File: config.mk
export PLATFORM = sky130hd
export DESIGN_NAME = point_mapper_flat
export DESIGN_NICKNAME = d
export VERILOG_FILES = /design/src/rtl/point_mapper_if.sv /design/src/rtl/point_mapper.sv /design/src/flat_wrapper.sv
export SDC_FILE = /design/constraint.sdc
export NUM_CORES = 1
export LEC_CHECK = 0
export ABC_AREA = 1
export CAP_MARGIN = 10
export CORE_UTILIZATION = 49
export DETAILED_ROUTE_END_ITERATION = 12
export PLACE_DENSITY = 0.9
export SLEW_MARGIN = 10
export SYNTH_ARGS = -nofsm -noshare
export SYNTH_HDL_FRONTEND = slang
export SYNTH_SLANG_ARGS = --single-unit
File: constraint.sdc
create_clock -name clock -period 2.59 [get_ports clock]
set_input_delay 0.3885 -clock clock [delete_from_list [all_inputs] [get_ports clock]]
set_output_delay 0.3885 -clock clock [all_outputs]
set_load 0.1 [all_outputs]
File: src/rtl/point_mapper_if.sv
// point_mapper_if: point stream, framebuffer bus and status signals of the point mapper.
interface point_mapper_if #(
  parameter int CNT_W = 16
);
  logic [7:0]       xval;
  logic [5:0]       yval;
  logic             pvalid;
  logic             donedge;
  logic             draw_mode;
  logic             clear_start;
  logic             done_point;
  logic [10:0]      mem_addr;
  logic             mem_re;
  logic [7:0]       mem_rdata;
  logic             mem_we;
  logic [7:0]       mem_wdata;
  logic             busy;
  logic [7:0]       edge_count;
  logic [CNT_W-1:0] pixel_count;
  modport slave (
    input  xval, yval, pvalid, donedge, draw_mode, clear_start, mem_rdata,
    output done_point, mem_addr, mem_re, mem_we, mem_wdata, busy, edge_count, pixel_count
  );
  modport master (
    output xval, yval, pvalid, donedge, draw_mode, clear_start, mem_rdata,
    input  done_point, mem_addr, mem_re, mem_we, mem_wdata, busy, edge_count, pixel_count
  );
endinterface

File: src/rtl/point_mapper.sv
// point_mapper: rasterises edge points into a 1bpp framebuffer via byte read-modify-write,
// with a full-frame clear sweep and edge/pixel statistics.
module point_mapper #(
  parameter int RD_LATENCY = 1,
  parameter int CNT_W      = 16
) (
  input logic       clock,
  input logic       reset,
  point_mapper_if.slave pm
);
  typedef enum logic [2:0] {IDLE, READ, WAIT, WRITE, ACK, CLEAR} state_t;
  localparam logic [1:0] WAIT_INIT = 2'(RD_LATENCY - 2);
  state_t           state_q, state_d;
  logic [7:1]       x_q, x_d;
  logic [5:0]       y_q, y_d;
  logic             mode_q, mode_d;
  logic [1:0]       wait_q, wait_d;
  logic [10:0]      clr_q, clr_d;
  logic [7:0]       edge_q, edge_d;
  logic [CNT_W-1:0] pix_q, pix_d;
  logic             don_q;
  logic [10:0]      addr;
  logic [7:0]       mask;
  always_comb begin
    state_d = state_q;
    x_d     = x_q;
    y_d     = y_q;
    mode_d  = mode_q;
    wait_d  = wait_q;
    clr_d   = clr_q;
    pix_d   = pix_q;
    edge_d  = (pm.donedge && !don_q && !(&edge_q)) ? edge_q + 8'd1 : edge_q;
    case (state_q)
      IDLE: begin
        if (pm.clear_start) begin
          state_d = CLEAR;
          clr_d   = '0;
        end else if (pm.pvalid) begin
          state_d = READ;
          x_d     = pm.xval[7:1];
          y_d     = pm.yval;
          mode_d  = pm.draw_mode;
        end
      end
      READ: begin
        state_d = (RD_LATENCY == 1) ? WRITE : WAIT;
        wait_d  = WAIT_INIT;
      end
      WAIT: begin
        state_d = (wait_q == 2'd0) ? WRITE : WAIT;
        wait_d  = wait_q - 2'd1;
      end
      WRITE: begin
        state_d = ACK;
        pix_d   = (&pix_q) ? pix_q : pix_q + 1'b1;
      end
      ACK: state_d = IDLE;
      CLEAR: begin
        state_d = (&clr_q) ? IDLE : CLEAR;
        clr_d   = clr_q + 11'd1;
        pix_d   = '0;
      end
      default: state_d = IDLE;
    endcase
  end
  always_ff @(posedge clock or negedge reset) begin
    if (!reset) begin
      state_q <= IDLE;
      x_q     <= '0;
      y_q     <= '0;
      mode_q  <= 1'b0;
      wait_q  <= '0;
      clr_q   <= '0;
      edge_q  <= '0;
      pix_q   <= '0;
      don_q   <= 1'b0;
    end else begin
      state_q <= state_d;
      x_q     <= x_d;
      y_q     <= y_d;
      mode_q  <= mode_d;
      wait_q  <= wait_d;
      clr_q   <= clr_d;
      edge_q  <= edge_d;
      pix_q   <= pix_d;
      don_q   <= pm.donedge;
    end
  end
  assign addr = {y_q, x_q[7:3]};
  assign mask = 8'b11 << {x_q[2:1], 1'b0};
  assign pm.mem_re      = state_q == READ;
  assign pm.mem_we      = state_q == WRITE || state_q == CLEAR;
  assign pm.mem_addr    = (state_q == READ || state_q == WAIT || state_q == WRITE) ? addr :
                          state_q == CLEAR ? clr_q : '0;
  // WRITE falls on the cycle read data becomes valid, so the live bus value is merged directly
  assign pm.mem_wdata   = state_q != WRITE ? '0 :
                          mode_q ? (pm.mem_rdata | mask) : (pm.mem_rdata & ~mask);
  assign pm.done_point  = state_q == ACK;
  assign pm.busy        = state_q != IDLE;
  assign pm.edge_count  = edge_q;
  assign pm.pixel_count = pix_q;
endmodule

File: src/flat_wrapper.sv
// flat-port wrapper written by rule: the top's interface ports become plain ports
module point_mapper_flat 
#(
  parameter int RD_LATENCY = 1,
  parameter int CNT_W      = 16
)
  (clock, reset, pm_xval, pm_yval, pm_pvalid, pm_donedge, pm_draw_mode, pm_clear_start, pm_mem_rdata, pm_done_point, pm_mem_addr, pm_mem_re, pm_mem_we, pm_mem_wdata, pm_busy, pm_edge_count, pm_pixel_count);
  point_mapper_if #(.CNT_W(CNT_W)) pm_i ();
  input logic clock;
  input logic reset;
  input wire logic [$bits(pm_i.xval)-1:0] pm_xval;
  input wire logic [$bits(pm_i.yval)-1:0] pm_yval;
  input wire logic [$bits(pm_i.pvalid)-1:0] pm_pvalid;
  input wire logic [$bits(pm_i.donedge)-1:0] pm_donedge;
  input wire logic [$bits(pm_i.draw_mode)-1:0] pm_draw_mode;
  input wire logic [$bits(pm_i.clear_start)-1:0] pm_clear_start;
  input wire logic [$bits(pm_i.mem_rdata)-1:0] pm_mem_rdata;
  output wire logic [$bits(pm_i.done_point)-1:0] pm_done_point;
  output wire logic [$bits(pm_i.mem_addr)-1:0] pm_mem_addr;
  output wire logic [$bits(pm_i.mem_re)-1:0] pm_mem_re;
  output wire logic [$bits(pm_i.mem_we)-1:0] pm_mem_we;
  output wire logic [$bits(pm_i.mem_wdata)-1:0] pm_mem_wdata;
  output wire logic [$bits(pm_i.busy)-1:0] pm_busy;
  output wire logic [$bits(pm_i.edge_count)-1:0] pm_edge_count;
  output wire logic [$bits(pm_i.pixel_count)-1:0] pm_pixel_count;
  assign pm_i.xval = pm_xval;
  assign pm_i.yval = pm_yval;
  assign pm_i.pvalid = pm_pvalid;
  assign pm_i.donedge = pm_donedge;
  assign pm_i.draw_mode = pm_draw_mode;
  assign pm_i.clear_start = pm_clear_start;
  assign pm_i.mem_rdata = pm_mem_rdata;
  assign pm_done_point = pm_i.done_point;
  assign pm_mem_addr = pm_i.mem_addr;
  assign pm_mem_re = pm_i.mem_re;
  assign pm_mem_we = pm_i.mem_we;
  assign pm_mem_wdata = pm_i.mem_wdata;
  assign pm_busy = pm_i.busy;
  assign pm_edge_count = pm_i.edge_count;
  assign pm_pixel_count = pm_i.pixel_count;
  point_mapper #(.RD_LATENCY(RD_LATENCY), .CNT_W(CNT_W)) u_core (.clock(clock), .reset(reset), .pm(pm_i));
endmodule
Yosys cells after proc, flatten, opt, wreduce, memory -nomap -nowiden
Cells that the tools add are included.
{"block": "totals", "register_bits": 55, "in_bits": 28, "output_inout_bits": 47, "elab_cells": 60}
{"block": "op_classes", "n_addsub": 4, "n_eq_ne": 9, "shift": 1, "mux": 14, "n_bitwise": 4, "reduce_logical": 19}
{"operator": "$mux 11", "n": 3}
{"operator": "$pmux 16 s2", "n": 1}
{"operator": "$pmux 11 s2", "n": 1}
{"operator": "$add 16x1->16 const B", "n": 1}
{"operator": "$mux 16", "n": 1}
{"operator": "$mux 8", "n": 2}
{"operator": "$reduce_and 16->1", "n": 1}
{"operator": "$pmux 3 s5", "n": 1}
{"operator": "$add 11x1->11 const B", "n": 1}
{"operator": "$reduce_and 11->1", "n": 1}
{"operator": "$mux 3", "n": 3}
{"operator": "$add 8x1->8 const B", "n": 1}
{"operator": "$and 8x8->8", "n": 1}
{"operator": "$not 8->8", "n": 1}
{"operator": "$or 8x8->8", "n": 1}
{"operator": "$reduce_and 8->1", "n": 1}
{"operator": "$shl 2x3->8 const A", "n": 1}
{"operator": "$eq 3x2->1 const B", "n": 2}
{"operator": "$eq 3x3->1 const B", "n": 2}
{"operator": "$reduce_bool 2->1", "n": 3}
{"operator": "$ne 2x2->1 const B", "n": 2}
{"operator": "$pmux 2 s2", "n": 1}
{"operator": "$reduce_and 2->1", "n": 2}
{"operator": "$eq 3x1->1 const B", "n": 1}
{"operator": "12 further kinds", "n": 16}

Depth between registers and ports, before layout
Gate-level depths: netlist of the first run.
{"block": "depth", "ltp_word": 5, "depth_mapped": 10, "depth_no_buf": 9}

Least setup slack after synthesis of the first run
Ideal clock, no wire load.
{"block": "synth_timing", "path_type": "register -> output", "start": "register u_core.state_q[1]", "end": "output port pm_mem_addr[0]", "t_arrival_ns": 3.087, "required_ns": 2.202, "slack_ns": -0.886, "stages_incl_launch_ff": 7, "n_path_buf": 1, "cell_sequence": "dfrtp_1 -> inv_1 -> nand2_1 -> nor2_4 -> inv_2 -> buf_2 -> o21ai_0"}
{"block": "synth_between", "elab_chain_len": 4, "elab_cells_between_ends": 8, "classes_between": "4 x eq/ne; 2 x mux; 2 x reduce/logical"}
{"item": "start: declaration", "line": "point_mapper.sv:13", "source": "state_t state_q, state_d;"}
{"item": "start signal: assignment", "line": "point_mapper.sv:78", "source": "state_q <= state_d;"}
{"item": "$eq 3x1->1 or $eq 3x2->1 (tied branches)", "line": "point_mapper.sv:93", "source": "assign pm.mem_addr = (state_q == READ || state_q == WAIT || state_q == WRITE) ? addr :"}
{"item": "$logic_or 1x1->1 (2 in series)", "line": "point_mapper.sv:93"}
{"item": "$mux 11 (*)", "line": "point_mapper.sv:93"}
{"item": "end: declaration", "line": "flat_wrapper.sv:19", "source": "output wire logic [$bits(pm_i.mem_addr)-1:0] pm_mem_addr;"}
Mark *: on every way between the ends. The rest lies on a longest branch, timed or not.

Final worst setup path of the first run
{"block": "layout_timing", "start": "register u_core.state_q[2]", "end": "output port pm_mem_wdata[2]"}
{"block": "layout_between", "elab_chain_len": 2}
{"item": "$ne 3x2->1", "line": "point_mapper.sv:96", "source": "assign pm.mem_wdata = state_q != WRITE ? '0 :"}
{"item": "$mux 8", "line": "point_mapper.sv:96"}
{"item": "end: declaration", "line": "flat_wrapper.sv:22", "source": "output wire logic [$bits(pm_i.mem_wdata)-1:0] pm_mem_wdata;"}
Every way passes these cells.

==> results of run 1 <==
final cells by class:
| class | instances | area, sq um | area share [%] |
|---|---|---|---|
| clock buffer | 5 | 68.8 | 1.65 |
| clock inverter | 3 | 46.3 | 1.11 |
| inverter | 49 | 184 | 4.41 |
| multi-input combinational | 317 | 1520 | 36.4 |
| sequential | 55 | 1380 | 33.0 |
| tap | 75 | 93.8 | 2.25 |
| timing repair buffer | 76 | 881 | 21.1 |
final timing paths:
path,from,end
setup / recovery,u_core.state_q[2]$_DFFE_PN0P_,pm_mem_wdata[2]
min in group clock,u_core.y_q[4]$_DFFE_PN0P_,u_core.y_q[4]$_DFFE_PN0P_
hold / removal,reset,u_core.pm.pixel_count[2]$_DFFE_PN0P_
max in group asynchronous,reset,u_core.y_q[4]$_DFFE_PN0P_
hold reg to reg,u_core.y_q[4]$_DFFE_PN0P_,u_core.y_q[4]$_DFFE_PN0P_
setup reg to reg,u_core.pm.pixel_count[0]$_DFFE_PN0P_,u_core.pm.pixel_count[11]$_DFFE_PN0P_
report_power, final:
group | internal (mW) | switching, mW
Sequential | 0.970 | 0.118
Combinational | 0.476 | 1.06
Clock | 0.292 | 0.301
Total | 1.74 | 1.48
through the flow:
stage	utilization, %	total power, mW
floorplan	-	2.13
global placement	67.3	2.60
detailed placement	67.3	2.64
CTS	69.2	3.23
global route	69.2	3.35
finish	69.2	3.22
state kept, by name (all words and copies together), names as in the netlist:
name,cells
u_core.pm.pixel_count,16
u_core.y_q,6
u_core.don_q,1
u_core.mode_q,1
u_core.wait_q,2
u_core.x_q,7
u_core.pm.edge_count,8
u_core.clr_q,11
u_core.state_q,3
Yosys cell counts (all sizes together):
| cell | instances |
|---|---|
| o21bai | 2 |
| clkbuf | 3 |
| nand2 | 144 |
| dfrtp | 55 |
| buf | 9 |
| a21oi | 14 |
| o22ai | 2 |
| inv | 49 |
| ha | 4 |
| nand3 | 45 |
| o32ai | 1 |
| a32o | 1 |
| nand3b | 1 |
| nor2 | 47 |
| nor3 | 3 |
| o21ai | 29 |
| nor2b | 1 |
| nand4 | 11 |
| xor2 | 9 |
| xnor2 | 3 |
worst max-delay path, delay by kind of cell (launching register included):
kind	cells	cell delay, ns
flops	1	0.43
buf+inv	2	0.47
simple gates	1	0.41
compound gates	1	0.38
metal layers:
| layer | wire [um] | vias to the layer above |
|---|---|---|
| met2 | 4150 | 128 |
| li1 | - | 1523 |
| met3 | 478 | 11 |
| met4 | 89 | 0 |
| met1 | 3200 | 1490 |
| met5 | 0 | - |
cell families after synthesis:
family                   synth area share, %
AO/OA/AOI/OAI                           8.37
XOR/XNOR                                3.37
adder cells (fa/ha/maj)                 1.60
buffers and inverters                   7.93
flip-flops                              44.1
AND/OR/NAND/NOR                         34.7
==> impl_metrics.toml, run 1 <==
[logic_synthesis]
syn_nets = 465
netlist.top_cell.by_area = "dfrtp_1"
synth_area_leaders = "dfrtp_1 (44%), nand2_1 (17%), nand3_1 (7.1%)"
ys_seq_elements = 55
yosysTopAreaCellShare_pct = 44.1
avgSynthCellArea_sq_um = 7.21
seq_area_frac_synth_pct = 44.1
ys_warn_count = 0
syn-instance-count = 433
synth_area_sq_um = 3120
ys_types = 28

[sta]
finalSetupTns_ns = 0
drv_slew = 0
period_share_pct = 93.0
rsz0062_at_grt = "false"
setup_violations = 0
hold_ws_ns = 0.177
maxSlewHeadroom_pct = 54.0
tightest_slew_ns = 0.691
finClkSkew_ns = 0.00865
fin_ws_ns = 0.181
hold_viol = 0
period_minus_slack_ns = 2.41
max_freq_mhz = 415

[clock_tree]
cts.sinks = 55
post_cts_buffers = 0
ctsResizeCount = 0
cts_tree = "yes"
root_buffer = "clkbuf_8"
clk_pin_slew_worst_paths_ns = 0.11
cts_max_path_buffers = 2
hold_buffers = 0
clock_latency_ns = 0.31
htree_levels = 2
cts-buffers-inserted = 5

[critical_path]
cp-end-kind = "output port"
reg2reg_slack_ns = 0.65
critPathKind = "reg -> out"
cp_cell_sequence = "inv_2, nand3_1, a21oi_1, buf_12"
r2r_cells = 10
critical_path.max_stage_delay_ns = 0.43
critPathLaunchType = "flip-flop"
crit_slowest_cell = "dfrtp_1"
cp_max_fo = 16
crit_arrival_ns = 2.02
required_ns = 2.20

[grt]
grt_pass1_vias = 2967
use_met2_pct = 45.9
grt.total_usage_pct = 25.1
grt_pass1_wl_mm = 12.8
use_met3_pct = 4.44
use_met1_pct = 29.7
grt_overflow_total = 0
antenna_found_initial = 0
busiest_layer = "met2"
grt_max_degree = 56

[layout]
fin_cells = 580
syn_to_final_growth_pct = 33.5
final_common_cell = "nand2_1"
layout-drive-gt1-share_pct = 15.2
fin_nets = 536
fillCellCount = 461
diodes = 0
mostFrequentLayoutCells = "nand2_1 (142), dfrtp_1 (55), inv_1 (46)"
final_design_area_no_fill_sq_um = 4170

[power_and_ir_drop]
power_density_nw_per_um2 = 772
power.leakage_nw = 2.05
peakVddDrop_v = 0.00109

[min_path]
hold_class = "in -> async"

[route]
routed-via-count = 3152
drc = 0
vias_per_cell = 5.43
wirelength_mm = 7.91
drt_pass1_iterations = 7
drt-wirelength-per-cell_um = 13.6
ant_nets = 0
drt_iter0_drc = 176

[placed_design]
gp_congestion = 0.883
io_buffer_count = 73
placed_area_sq_um = 4050
dp_cells = 572
dp_hpwl_mm = 5.96
dp_slack_ns = 0.541

[floorplanning]
coreArea_sq_um = 6030
top_level_ports = 75
rows = 28
start_util_pct = 51.8
die-area_sq_um = 6700
die_x_um = 81.8
chipHeight_um = 81.8

[flow_run]
maxCapViolCount = 0

[run_status]
status = "finished clean"
Note: power is estimated with default switching activity, not from simulation.
==> inputs of run 2 (changes only) <==
CTS_BUF_LIST = sky130_fd_sc_hd__clkbuf_8   (was default)
clock period = 2.3 ns   (was 2.59 ns; I/O delays follow)
==> run 2 against run 1 <==
Net effect: combinational power rose by 14%; count of clock-buffer cells in the layout rose by 1; largest cell class unchanged; power increased by 13%; highest routed layer unchanged; clock skew hardly changed; critical endpoint is now pm_mem_addr[8].
==> impl_metrics.toml, run 2 (synthesis results as in run 1) <==
[route]
ant_nets = 0
vias_per_cell = 5.38
drc = 0
drt_iter0_drc = 173
routed-via-count = 3139
drt_pass1_iterations = 5
wirelength_mm = 7.95
drt-wirelength-per-cell_um = 13.6

[clock_tree]
cts_max_path_buffers = 2
cts.sinks = 55
cts-buffers-inserted = 5
clk_pin_slew_worst_paths_ns = 0.10
clock_latency_ns = 0.31
htree_levels = 2
cts_tree = "yes"
root_buffer = "clkbuf_8"

[sta]
max_freq_mhz = 454
finalSetupTns_ns = 0
period_share_pct = 95.8
maxSlewHeadroom_pct = 74.1
finClkSkew_ns = 0.00853
drv_slew = 0
tightest_slew_ns = 0.385
fin_ws_ns = 0.0970
period_minus_slack_ns = 2.20
hold_viol = 0
setup_violations = 0

[floorplanning]
die-area_sq_um = 6700
die_x_um = 81.8
chipHeight_um = 81.8
top_level_ports = 75
coreArea_sq_um = 6030
rows = 28
start_util_pct = 51.8

[power_and_ir_drop]
power.leakage_nw = 2.08
power_mw = 3.64
power_density_nw_per_um2 = 857
peakVddDrop_v = 0.00103

[layout]
mostFrequentLayoutCells = "nand2_1 (141), dfrtp_1 (55), inv_1 (46)"
diodes = 0
fin_nets = 540
layout-drive-gt1-share_pct = 16.3
largest_reg_flops = 16
final_design_area_no_fill_sq_um = 4250
syn_to_final_growth_pct = 35.9
final_common_cell = "nand2_1"

[grt]
grt.total_usage_pct = 25.8
grt_overflow_total = 0
antenna_found_initial = 0
grt_pass1_vias = 2949
grt_max_degree = 24
grt_pass1_wl_mm = 13.1

[run_status]
status = "finished clean"

[critical_path]
critPathKind = "reg -> out"
critPathLaunchType = "flip-flop"
reg2reg_slack_ns = 0.39
crit_arrival_ns = 1.86
cp-end-kind = "output port"
cp_max_fo = 17
required_ns = 1.96

[min_path]
hold_class = "in -> async"

[placed_design]
dp_hpwl_mm = 5.97
dp_slack_ns = 0.260
io_buffer_count = 73
gp_congestion = 0.883
placed_area_sq_um = 4100

[flow_run]
maxCapViolCount = 0
==> run 2: power breakdown <==
group / switching [mW] / total [mW] / leakage (nW) / internal [mW]
clock: 0.320 / 0.672 / 0.0612 / 0.353
sequential: 0.128 / 1.22 / 0.713 / 1.09
combinational: 1.21 / 1.75 / 1.31 / 0.540
total: 1.65 / 3.64 / 2.08 / 1.98
==> run 2: timing repair <==
| action | 4_1_cts | 5_1_grt |
|---|---|---|
| setup endpoints to repair | 8 | 8 |
| hold buffers | 1 | 0 |
| setup buffers | 0 | 0 |
| hold endpoints to repair | 10 | 0 |
| gates resized for setup | 1 | 2 |
==> run 2: final timing paths <==
check | start | cells after the start | endpoint
worst max-delay path | u_core.state_q[1]$_DFFE_PN0P_ | 6 | pm_mem_addr[8]
worst min-delay path | reset | 2 | u_core.pm.pixel_count[1]$_DFFE_PN0P_
worst max register to register | u_core.pm.pixel_count[0]$_DFFE_PN0P_ | 10 | u_core.pm.pixel_count[11]$_DFFE_PN0P_
worst min register to register | u_core.y_q[2]$_DFFE_PN0P_ | 2 | u_core.y_q[2]$_DFFE_PN0P_
max in group asynchronous | reset | 3 | u_core.x_q[1]$_DFFE_PN0P_
min in group clock | u_core.y_q[2]$_DFFE_PN0P_ | 2 | u_core.y_q[2]$_DFFE_PN0P_
==> run 2: metal layers <==
metal | up-vias | GRT usage [%] | part of all wire [%]
met1 | 1461 | 30.4 | 40
met2 | 135 | 47.8 | 52
li1 | 1533 | - | -
met4 | 0 | 6.14 | 0.91
met3 | 10 | 4.78 | 7.0
met5 | - | 0 | 0
==> run 2: area by class of cell <==
type	count	area (sq um)
fill	466	1780
multi-input combinational	317	1540
sequential	55	1380
timing repair buffer	80	938
inverter	49	184
tap	75	93.8
clock buffer	6	82.6
clock inverter	2	35.0
==> run 2: stage by stage <==
step,hold WS (ns),std cells,utilization (%)
2_1_floorplan,0.0494,433,-
3_3_place_gp,0.234,575,68.1
3_5_place_dp,0.242,575,68.1
4_1_cts,0.439,584,70.3
5_1_grt,0.455,584,70.5
6_report,0.430,584,70.5
==> run 2: critical path, cell delays in order (launching register included) <==
cell     delay [ns]
dfrtp_1        0.46
inv_1          0.13
nand2_1        0.13
nor2_4         0.12
inv_2          0.15
o21ai_1        0.33
buf_12         0.22
